### src/rtl/mem_access_pkg.sv
// mem_access_pkg: shared size encodings, sequencer states and reset instruction
package mem_access_pkg;
   localparam logic [1:0] SZ_B = 2'b00;
   localparam logic [1:0] SZ_H = 2'b01;
   localparam logic [1:0] SZ_W = 2'b10;
   localparam logic [1:0] SZ_D = 2'b11;
   localparam logic [31:0] NOP = 32'h0000_0013;
   typedef enum logic [1:0] {IDLE, REQ, WAIT} state_t;
endpackage

### src/rtl/lsu_lane_align.sv
// lsu_lane_align: byte enables, store lane replication and load shift/extend
module lsu_lane_align
   import mem_access_pkg::*;
#(
   parameter int XLEN = 32,
   localparam int BW = XLEN / 8,
   localparam int LW = $clog2(BW)
) (
   input  logic [1:0]      size,
   input  logic            uns,
   input  logic [LW-1:0]   lane,
   input  logic [XLEN-1:0] wdata,
   input  logic [XLEN-1:0] bus_rdata,
   output logic [BW-1:0]   be,
   output logic [XLEN-1:0] wrep,
   output logic [XLEN-1:0] load
);
   logic [XLEN-1:0] sh;
   always_comb begin
      sh = bus_rdata >> {lane, 3'b000};
      be = size == SZ_D ? {BW{1'b1}} :
           (size == SZ_W ? BW'(4'hF) : size == SZ_H ? BW'(2'b11) : BW'(1'b1)) << lane;
      wrep = size == SZ_B ? {BW{wdata[7:0]}} :
             size == SZ_H ? {(XLEN/16){wdata[15:0]}} :
             size == SZ_W ? {(XLEN/32){wdata[31:0]}} : wdata;
      // signed casts sign-extend to XLEN, unsigned casts zero-extend
      load = size == SZ_B ? (uns ? XLEN'(sh[7:0])  : XLEN'($signed(sh[7:0]))) :
             size == SZ_H ? (uns ? XLEN'(sh[15:0]) : XLEN'($signed(sh[15:0]))) :
             size == SZ_W ? (uns ? XLEN'(sh[31:0]) : XLEN'($signed(sh[31:0]))) : sh;
   end
endmodule

### src/rtl/mem_access_unit.sv
// mem_access_unit: serialises fetch and load/store onto one req/gnt/rvalid bus
module mem_access_unit
   import mem_access_pkg::*;
#(
   parameter int          XLEN    = 32,
   parameter int          TIMEOUT = 16,
   parameter logic [31:0] IR_RST  = NOP
) (
   input  logic              clk,
   input  logic              rst,
   input  logic              fetch_req,
   input  logic              data_req,
   input  logic              data_we,
   input  logic [1:0]        data_size,
   input  logic              data_uns,
   input  logic [XLEN-1:0]   addr,
   input  logic [XLEN-1:0]   wdata,
   output logic [31:0]       instr,
   output logic [XLEN-1:0]   rdata,
   output logic              done,
   output logic              err,
   output logic              misalign,
   output logic              busy,
   output logic              mem_req,
   output logic              mem_we,
   output logic [XLEN-1:0]   mem_addr,
   output logic [XLEN/8-1:0] mem_be,
   output logic [XLEN-1:0]   mem_wdata,
   input  logic              mem_gnt,
   input  logic              mem_rvalid,
   input  logic [XLEN-1:0]   mem_rdata
);
   localparam int BW = XLEN / 8;
   localparam int LW = $clog2(BW);
   localparam int CW = TIMEOUT > 1 ? $clog2(TIMEOUT) : 1;

   state_t          state, nxt;
   logic [XLEN-1:0] a_addr, a_wdata, ld;
   logic [1:0]      a_size, req_size;
   logic            a_we, a_uns, a_fetch;
   logic [CW-1:0]   cnt;
   logic [BW-1:0]   be;
   logic            acc, bad, to_hit, fin, abort;

   lsu_lane_align #(.XLEN(XLEN)) u_align (
      .size      (a_size),
      .uns       (a_uns),
      .lane      (a_addr[LW-1:0]),
      .wdata     (a_wdata),
      .bus_rdata (mem_rdata),
      .be        (be),
      .wrep      (mem_wdata),
      .load      (ld)
   );

   always_comb begin
      acc      = state == IDLE && (data_req || fetch_req);
      req_size = data_req ? data_size : SZ_W;
      bad      = (req_size == SZ_H && addr[0]) ||
                 (req_size == SZ_W && addr[1:0] != 2'b00) ||
                 (req_size == SZ_D && (XLEN == 32 || addr[2:0] != 3'b000));
      to_hit   = TIMEOUT != 0 && cnt == CW'(TIMEOUT - 1);
      fin      = state == WAIT && mem_rvalid;
      abort    = to_hit && ((state == REQ && !mem_gnt) || (state == WAIT && !mem_rvalid));
      nxt      = state;
      nxt      = state == IDLE ? (acc && !bad ? REQ : IDLE) :
                 state == REQ  ? (mem_gnt ? WAIT : abort ? IDLE : REQ) :
                 (fin || abort) ? IDLE : WAIT;
      busy     = state != IDLE;
      mem_req  = state == REQ;
      mem_we   = busy && a_we;
      mem_be   = busy ? be : '0;
      mem_addr = {a_addr[XLEN-1:LW], LW'(0)};
   end

   always_ff @(posedge clk or negedge rst) begin
      if (!rst) begin
         state    <= IDLE;
         cnt      <= '0;
         a_addr   <= '0;
         a_wdata  <= '0;
         a_size   <= SZ_B;
         a_we     <= 1'b0;
         a_uns    <= 1'b0;
         a_fetch  <= 1'b0;
         instr    <= IR_RST;
         rdata    <= '0;
         done     <= 1'b0;
         err      <= 1'b0;
         misalign <= 1'b0;
      end else begin
         state    <= nxt;
         done     <= fin;
         err      <= abort;
         misalign <= acc && bad;
         cnt      <= acc ? '0 : busy ? cnt + CW'(1) : cnt;
         if (acc && !bad) begin
            a_addr  <= addr;
            a_size  <= req_size;
            a_we    <= data_req && data_we;
            a_uns   <= data_uns;
            a_wdata <= data_req ? wdata : '0;
            a_fetch <= !data_req;
         end
         if (fin && a_fetch) instr <= ld[31:0];
         if (fin && !a_fetch && !a_we) rdata <= ld;
      end
   end
endmodule
### config.mk
export PLATFORM = sky130hd
export DESIGN_NAME = mem_access_unit
export DESIGN_NICKNAME = d
export VERILOG_FILES = /design/src/rtl/mem_access_pkg.sv /design/src/rtl/lsu_lane_align.sv /design/src/rtl/mem_access_unit.sv
export SDC_FILE = /design/constraint.sdc
export NUM_CORES = 1
export LEC_CHECK = 0
export BUFFER_PORTS_ARGS = -buffer_cell sky130_fd_sc_hd__buf_2
export CORE_MARGIN = 4
export CORE_UTILIZATION = 54
export DETAILED_ROUTE_END_ITERATION = 12
export PLACE_DENSITY = 0.86
export SLEW_MARGIN = 20
export SYNTH_ARGS = -nofsm -noshare
export SYNTH_HDL_FRONTEND = slang
export SYNTH_SLANG_ARGS = --single-unit
### constraint.sdc
create_clock -name clk -period 2.7 [get_ports clk]
set_input_delay 0.405 -clock clk [delete_from_list [all_inputs] [get_ports clk]]
set_output_delay 0.405 -clock clk [all_outputs]
set_load 0.05 [all_outputs]
After elaboration in Yosys (flattened, before gate mapping)
Index checks and enable logic that the tools add are counted.

Logic and storage cells: 75. Input port bits: 106. Output and inout bits: 138. Register bits after elaboration: 142.

Multiplexer cells: 20. Shift-type cells: 2. $add $sub $neg: 1. Equality and inequality tests: 9. Reduce and logical (&&, ||, !) cells: 30.

Operator list (number): 2-to-1 mux 32 bit (7); >> shifter 32 x 5 -> 32 bit (1); 2-to-1 mux 4 bit (5); logical AND 1 bit (14); 2-to-1 mux 2 bit (6); equality test 2 bit, second input constant (5); equality test 2 x 1 -> 1 bit, second input constant (3); zero test 1 bit (6); nonzero test 2 bit (3); logical OR 1 bit (5); adder 4 x 1 -> 4 bit, second input constant (1); equality test 4 bit, second input constant (1); zero test 2 bit (2); << shifter 4 x 2 -> 4 bit (1); 2-to-1 mux 1 bit (2).

Logic depth before layout (Yosys ltp)
Gate-level depths: netlist (run 1).

Word-level depth: 9. Depth in mapped cells: 8. Mapped depth without buffers: 6.

Modules after synthesis
A second synthesis (run 1) with hierarchy kept.

Cells, all modules: 634. Area total of the unflattened synthesis: 7209.4 um^2.

Modules (own cells, without submodules): mem_access_unit (times used 1, area an instance 5974.5 um^2, sequential area each 3557.2 um^2, cells an instance 440); lsu_lane_align (times used 1, area an instance 1234.9 um^2, sequential area each 0.0 um^2, cells an instance 194).

Worst setup path before layout (run 1)
No wires, ideal clock.

Path type: register to output. Start: reg a_size[0]. End: out mem_wdata[16]. Arrival time: 2.322 ns. Setup slack: -0.027 ns. Required time: 2.295 ns. Buffers on the path: 2. Cell stages (with the launch flop): 7. Cell sequence: dfrtp_1 inv_1 ha_1 clkbuf_1 nor2_1 clkbuf_1 o21ai_0.

Word-level cells in the longest chain between the ends: 3. Elaborated cells on any way between the ends: 4. Those cells by class: 1 x eq/ne; 2 x mux; 1 x reduce/logical.

Ends and longest elaborated chain: start, declared (RTL line mem_access_unit.sv:39) `logic [1:0] a_size, req_size;`; start signal, assigned (RTL line mem_access_unit.sv:99) `a_size <= req_size;`; equality test 2 x 1 -> 1 bit (RTL line lsu_lane_align.sv:24) `size == SZ_H ? {(XLEN/16){wdata[15:0]}} :`; 2-to-1 mux 32 bit (RTL line lsu_lane_align.sv:24); 2-to-1 mux 32 bit * (RTL line lsu_lane_align.sv:23) `wrep = size == SZ_B ? {BW{wdata[7:0]}} :`; end, declared (RTL line mem_access_unit.sv:28) `output logic [XLEN-1:0] mem_wdata,`.

Every way passes the cells marked *; elsewhere a longest branch is shown, timed or not.

Final worst setup path (run 1)
Start: reg a_size[0]. End: out mem_wdata[22].

Same word-level chain as after synthesis.

==> reports/metrics.yaml, run 1 <==
ys.flop_type: "dfrtp_1"
ioPinCount: 244
cts.reportedPaths.clkPinSlew_ps: 60
mappedNetlistArea_um2: 6900
period_share_pct: 93.1
synth.most_common_cell: "dfrtp_1"
syn_inst: 635
max_freq_mhz: 398
finalMaxSlewViolations: 0
synth.ff_latch_count: 142
cts_tree: "yes"
yosysTopAreaCell: "dfrtp_1"
synth_common_cells: "dfrtp_1 (139), nand2_1 (79), mux2i_1 (61), buf_4 (48), o21ai_0 (42)"
drv_cap: 0
synth_edf_count: 0
dp_hpwl_um: 13000
hold_path_class: "in2reg"
drive_gt1_share_pct: 36.8
place.gp.congestion: 0.914
row_count: 41
path_max_fanout: 25
grt_max_degree: 71
clkLatencyLatePin_ps: 410
critPathCaptureType: "primary output"
rsz0062_at_grt: "false"
grt_antenna_before_repair: 1
ys_types: 40
firstDrtPassIters: 5
cts_max_level: 4
cts_setup_buffers: 0
async_reset_ff_share_pct: 100
reg2reg_from: "a_addr[0]"
dpl_cell_area_um2: 8010
synth_area_leaders: "dfrtp_1 (50%), mux2i_1 (8.8%), mux2_1 (5.5%)"
critPathArrivalTime_ps: 2110
nFillCells: 955
syn_avg_cell_area_um2: 10.9
grt_pass1_vias: 5514
tightestPinTransition_ps: 711
whs_ps: 209
yosys_warnings: 0
register_area_um2: 3560
groute.usage.overall_pct: 24.5
num_antenna_cells: 0
rrSetupSlack_ps: 520
layout_setup_ws_ps: 187
drt_iter0_drc: 366
port_buffers: 241
cts_buffer_depth: 2
wl_um: 17700
cts_made_buffers: 17
cts_sinks: 142
ys_seq_area_share_pct: 51.6
via_count: 5491
grt_overflow: 0
dieHeight_um: 121
dp_slack_ps: 588
outcome: "finished clean"
route.detailed.drc: 0
start_util_pct: 54.9
slew-limit-headroom_pct: 52.6
wl_per_cell_um: 17.3
hold_violations: 0
cp.required_ps: 2300
dieArea_um2: 14700
path_class: "reg2out"
placeableCoreArea_um2: 12600
setup_violations: 0
ant_nets: 0
stdcell_area_um2: 8620
clock_skew_ps: 5.55
grt_pass1_wl_um: 28300
period_minus_slack_ps: 2510
syn2layout_area_growth_pct: 25.0
crit_start: "a_size[0]"
post_drt_via_cell_ratio: 5.37
yosysTopAreaCellShare_pct: 50.4
setup.worst_path.start_class: "flop"
root_buffer: "clkbuf_16"
r2r_end: "rdata[2]"
die_w_um: 121
crit_end: "mem_wdata[22]"
nNetsFinal: 949
reg2regPathDepth: 5
multi_input_area_um2: 2720
[layer usage]
metal  share of wire [%]  wire length [um]  GRT usage, %
met3                 6.7              1180          5.27
met5               0.068                12             0
met4                 2.7               468          9.92
met1                  42              7380          31.2
met2                  49              8610          40.7
[flip-flops by register name (all words and copies together), names as in the netlist]
name / cells
a_we: 1
a_addr: 32
rdata: 32
a_uns: 1
cnt: 4
state: 2
a_size: 2
a_wdata: 32
err: 1
instr: 32
done: 1
misalign: 1
a_fetch: 1
[placed cells by master, fill, tap and decap left out, types with 4 or more instances in the layout]
master	Yosys	final
clkinv_2	0	4
mux2i_1	61	61
buf_2	11	240
a22o_1	17	17
clkbuf_16	0	17
buf_4	48	16
dfrtp_1	139	139
nor2_1	28	28
and2_1	8	8
mux2_1	34	34
mux2_2	7	7
o21ai_1	17	19
inv_1	37	37
nand2_1	79	79
nor2b_1	5	5
ha_1	5	5
a21oi_1	11	11
o21ai_0	42	40
o221a_1	32	32
[logic make-up after synthesis]
logic type	after synthesis	share of synthesized area [%]
AOI/OAI and AO/OA	126	13.3
xor gates and xnor gates	1	0.127
adders and majority gates	5	0.907
buffers and inverters	116	9.12
DFF	142	51.6
muxes	102	15.5
other	1	0.0543
and+or+nand+nor	142	9.41
[timing repair]
action | CTS | global route
resized for setup | 0 | 0
setup endpoints to repair | 0 | 0
hold endpoints to repair | 32 | 0
hold buffers | 1 | 0
[how the worst min path moves through the flow]
stage	depth (start not counted)	endpoint	slack [ps]	startpoint
after detailed placement	1	a_addr[30]	330	rst
after floorplan	0	a_addr[0]	110	rst
after CTS	2	a_addr[26]	190	addr[26]
final	2	a_addr[26]	210	addr[26]
after global placement	1	a_addr[30]	330	rst
after global routing	2	a_addr[29]	200	addr[29]
[stage by stage]
| step | utilization (%) | TNS, ps | cells |
|---|---|---|---|
| after global routing | 68.6 | 0 | 1022 |
| after floorplan | - | -214 | 636 |
| final | 68.6 | 0 | 1022 |
| after detailed placement | 63.8 | 0 | 990 |
| after global placement | 63.8 | 0 | 990 |
| after CTS | 68.6 | 0 | 1022 |
[area by class of cell]
class	instances	share of cell area [%]
flip-flops and latches	142	41.3
repair buffers	260	16.0
inverters	39	1.70
multi-input cells	378	31.6
clock buffers	20	5.30
well taps	172	2.50
clock inverters	11	1.64
[critical path: stages, from the launching register on]
cell     delay [ps]
dfrtp_1         400
inv_1           120
ha_1            180
buf_4           240
nor2_1           90
buf_4           170
o21ai_0         190
buf_2           300
Power of run 1 is left out: the tool's default activity adds up to more than one toggle a clock period on the data nets, which glitch-free logic cannot reach.
==> inputs of run 2 (changes only) <==
- CORE_UTILIZATION: 54 -> 56
- CTS_BUF_LIST: not set -> sky130_fd_sc_hd__clkbuf_2 sky130_fd_sc_hd__clkbuf_4 sky130_fd_sc_hd__clkbuf_8
- PLACE_DENSITY: 0.86 -> 0.88
==> run 2 against run 1 <==
Global-route usage rose by 0.59 points. Via count down 1.0%. Critical path depth unchanged. Worst setup slack worse by 11 ps. Clock skew increased by 7.6 ps. Critical path type unchanged.
==> reports/metrics.yaml, run 2 (synthesis gave the netlist of run 1 again) <==
placeableCoreArea_um2: 12100
critPathArrivalTime_ps: 2120
mostFrequentLayoutCell: "buf_2"
period_minus_slack_ps: 2520
cts_sinks: 142
cts_buffer_depth: 2
grt_overflow: 0
root_buffer: "clkbuf_8"
ioPinCount: 244
place.gp.congestion: 0.850
outcome: "finished clean"
setup_violations: 0
cts.reportedPaths.clkPinSlew_ps: 80
hold_path_class: "in2reg"
num_antenna_cells: 0
cts_max_level: 4
path_class: "reg2out"
setup.worst_path.start_class: "flop"
final.setup.tns_ps: 0
grt_antenna_before_repair: 0
hold_violations: 0
wl_um: 17500
post_drt_via_cell_ratio: 5.36
slew-limit-headroom_pct: 44.8
port_buffers: 241
clock_skew_ps: 13.2
drv_cap: 0
drt_iter0_drc: 389
dieArea_um2: 14200
drive_gt1_share_pct: 36.7
clkLatencyLatePin_ps: 440
grt_pass1_vias: 5578
grt_pass1_wl_um: 28200
route.detailed.drc: 0
nFillCells: 905
row_count: 40
max_freq_mhz: 396
grt_max_degree: 64
firstDrtPassIters: 5
ant_nets: 0
die_w_um: 119
cts_tree: "yes"
wl_per_cell_um: 17.3
period_share_pct: 93.5
final_cell_mix: "buf_2 (238), dfrtp_1 (139), nand2_1 (79), mux2i_1 (61), o21ai_0 (40)"
via_count: 5436
finalMaxSlewViolations: 0
cp.required_ps: 2300
syn2layout_area_growth_pct: 22.4
dieHeight_um: 119
tightestPinTransition_ps: 822
start_util_pct: 57.2
nNetsFinal: 946
layout_setup_ws_ps: 177
dp_slack_ps: 553
utilization_pct: 70.0
cts_setup_buffers: 0
dp_hpwl_um: 13200
cts_made_buffers: 17
rsz0062_at_grt: "false"
path_max_fanout: 16
critPathCaptureType: "primary output"
groute.usage.overall_pct: 25.1
-- run 2: changes by cell type in the layout (fill, tap and decap cells not counted), sizes merged --
cell,before,now
buf,259,255
bufinv,3,4
-- run 2: final cells by class --
| type | instances | area [um^2] | share of cell area, % |
|---|---|---|---|
| inverter | 39 | 146 | 1.73 |
| clock buffer | 19 | 262 | 3.10 |
| tap | 168 | 210 | 2.49 |
| clock inverter | 12 | 168 | 1.99 |
| timing repair buffer | 257 | 1380 | 16.3 |
| sequential | 142 | 3560 | 42.1 |
| multi-input combinational | 378 | 2720 | 32.2 |
-- run 2: layer usage --
layer / part of all wire (%) / global-route usage [%] / wire length [um]
met1: 42 / 32.0 / 7290
met2: 49 / 41.1 / 8610
met3: 7.4 / 6.55 / 1300
met4: 2.0 / 9.27 / 343
met5: 0 / 0 / 0
-- run 2: through the flow --
step	hold WS (ps)	std cells	cell area (um^2)
final	173	1015	8440
after global routing	151	1015	8440
after floorplan	109	636	6900
after detailed placement	421	983	8000
after CTS	141	1015	8440
after global placement	419	983	8000
-- run 2: final timing paths --
path                       startpoint       endpoint  slack, ps  cells after the start
setup / recovery            a_size[1]  mem_wdata[23]        180                      7
hold reg to reg              instr[4]       instr[4]        470                      2
max in group asynchronous         rst       instr[4]       1440                      3
setup reg to reg            a_size[0]      instr[25]        490                      7
hold / removal                addr[3]      a_addr[3]        170                      2
min in group asynchronous         rst      a_addr[4]        510                      2
-- run 2: what timing repair did --
action | CTS | global route
endpoints found under the setup margin | 0 | 2
hold buffers | 1 | 0
resized for setup | 0 | 3
endpoints found under the hold margin | 61 | 0
-- run 2: critical path, stage by stage (launching register included) --
cell	delay (ps)
dfrtp_1	400
inv_1	100
ha_1	220
buf_4	230
nor2_1	70
buf_4	190
o21ai_0	200
clkbuf_4	270
Power of run 2 is left out for the same reason.
==> inputs of run 3 (changes only) <==
- CORE_UTILIZATION: 56 -> 47
- CTS_CLUSTER_SIZE: not set -> 30
- PLACE_DENSITY: 0.88 -> 0.79
- RECOVER_POWER: not set -> 100
- clock period: 2.7 -> 2.1 ns (I/O delays scaled with it)
==> run 3 against run 2 <==
The flow now finishes with violations (negative setup slack). Core utilization down 9.6 points. Design area grew 3.6%. Clock-buffer cell count up 3. Cell count increased by 3.4%. Wire length rose by 11%. Non-clock buffer count increased by 18. Worst setup slack worse by 240 ps. Clock skew down 0.60 ps. Hold slack worse by 95 ps. Die area up 18%. Critical path depth shrank 1. Sequential share of layout area is 1.4 points lower. Highest routed layer unchanged.
==> reports/metrics.yaml, run 3 (synthesis gave the netlist of run 1 again) <==
firstDrtPassIters: 5
hold_violations: 0
cts_sinks: 142
grt_use_met3_pct: 7.63
tightestPinTransition_ps: 1410
placeableCoreArea_um2: 14500
period_minus_slack_ps: 2170
cts_made_buffers: 17
root_buffer: "clkbuf_8"
dp_slack_ps: 2.76
grt.busiest_layer: "met2"
setup.worst_path.start_class: "flop"
row_count: 44
final.setup.tns_ps: -352
start_util_pct: 47.7
mostFrequentLayoutCell: "dfrtp_1"
path_class: "reg2out"
route.detailed.drc: 0
slew-limit-headroom_pct: 6.28
max_freq_mhz: 461
post_drt_via_cell_ratio: 5.35
place.gp.congestion: 0.856
finalMaxSlewViolations: 0
final_cell_mix: "dfrtp_1 (139), clkbuf_1 (107), buf_2 (105), nand2_1 (79), mux2i_1 (58)"
grt_max_degree: 56
grt_pass1_wl_um: 30000
critPathCaptureType: "primary output"
outcome: "finished, violations left"
grt_overflow: 0
period_share_pct: 103
port_buffers: 241
wl_per_cell_um: 18.6
wl_um: 19500
cts.reportedPaths.clkPinSlew_ps: 80
nNetsFinal: 964
clock_skew_ps: 12.6
num_antenna_cells: 0
path_max_fanout: 8
ant_nets: 0
grt_util_met1_pct: 30.3
grt_antenna_before_repair: 0
critPathArrivalTime_ps: 1850
drt_iter0_drc: 514
drv_cap: 0
dieArea_um2: 16700
setup_violations: 21
met2_usage_pct: 37.6
cts_max_level: 4
clkLatencyLatePin_ps: 450
dp_hpwl_um: 14200
violations: "negative setup slack"
nFillCells: 1294
hold_path_class: "in2reg"
syn2layout_area_growth_pct: 26.7
rrSetupSlack_ps: -10
dieHeight_um: 129
grt_pass1_vias: 5787
cp.required_ps: 1780
groute.usage.overall_pct: 23.2
via_count: 5615
cts_tree: "yes"
ioPinCount: 244
die_w_um: 129
drive_gt1_share_pct: 28.6
rsz0062_at_grt: "true"
cts_buffer_depth: 2
layout_setup_ws_ps: -67.1
## run 3: layer usage
layer	up-vias	share of wire, %
met5	-	0
met4	0	1.3
li1	2600	-
met1	2721	41
met2	272	48
met3	22	10
## run 3: final timing paths
path                       depth (start not counted)  startpoint             to
setup / recovery                                   6   a_size[1]  mem_wdata[27]
hold / removal                                     2     addr[7]      a_addr[7]
setup reg to reg                                   4   a_addr[0]      instr[25]
hold reg to reg                                    2    instr[1]       instr[1]
max in group asynchronous                          3         rst       instr[0]
min in group asynchronous                          2         rst       instr[9]
## run 3: cell type report
class | count | area [um^2] | share of cell area [%]
well taps | 184 | 230 | 2.63
repair buffers | 275 | 1550 | 17.7
clock inverters | 10 | 114 | 1.30
inverters | 39 | 146 | 1.67
clock buffers | 22 | 284 | 3.25
multi-input cells | 378 | 2860 | 32.7
flip-flops and latches | 142 | 3560 | 40.7
## run 3: metrics by stage
| stage | util, % | hold WS (ps) | cell area (um^2) | instances |
|---|---|---|---|---|
| 6_report | 60.4 | 77.5 | 8740 | 1050 |
| 3_3_place_gp | 56.3 | 317 | 8160 | 1007 |
| 3_5_place_dp | 56.3 | 328 | 8160 | 1007 |
| 4_1_cts | 61.2 | 48.2 | 8860 | 1047 |
| 2_1_floorplan | - | 19.4 | 6970 | 636 |
| 5_1_grt | 60.4 | 56.7 | 8740 | 1050 |
## run 3: critical path, stage by stage (launching register included)
cell	delay, ps
dfrtp_1	420
inv_2	130
ha_4	190
buf_12	150
mux2i_2	250
o21ai_2	80
buf_4	190
## run 3: repair_timing
action | 4_1_cts | 5_1_grt
endpoints found under the setup margin | 28 | 60
resized for setup | 71 | 8
hold endpoints to repair | 52 | 0
gates cloned | 1 | 1
setup buffers | 6 | 2
pin swaps | 2 | 2
hold buffers | 1 | 0
Power of run 3 is left out for the same reason.
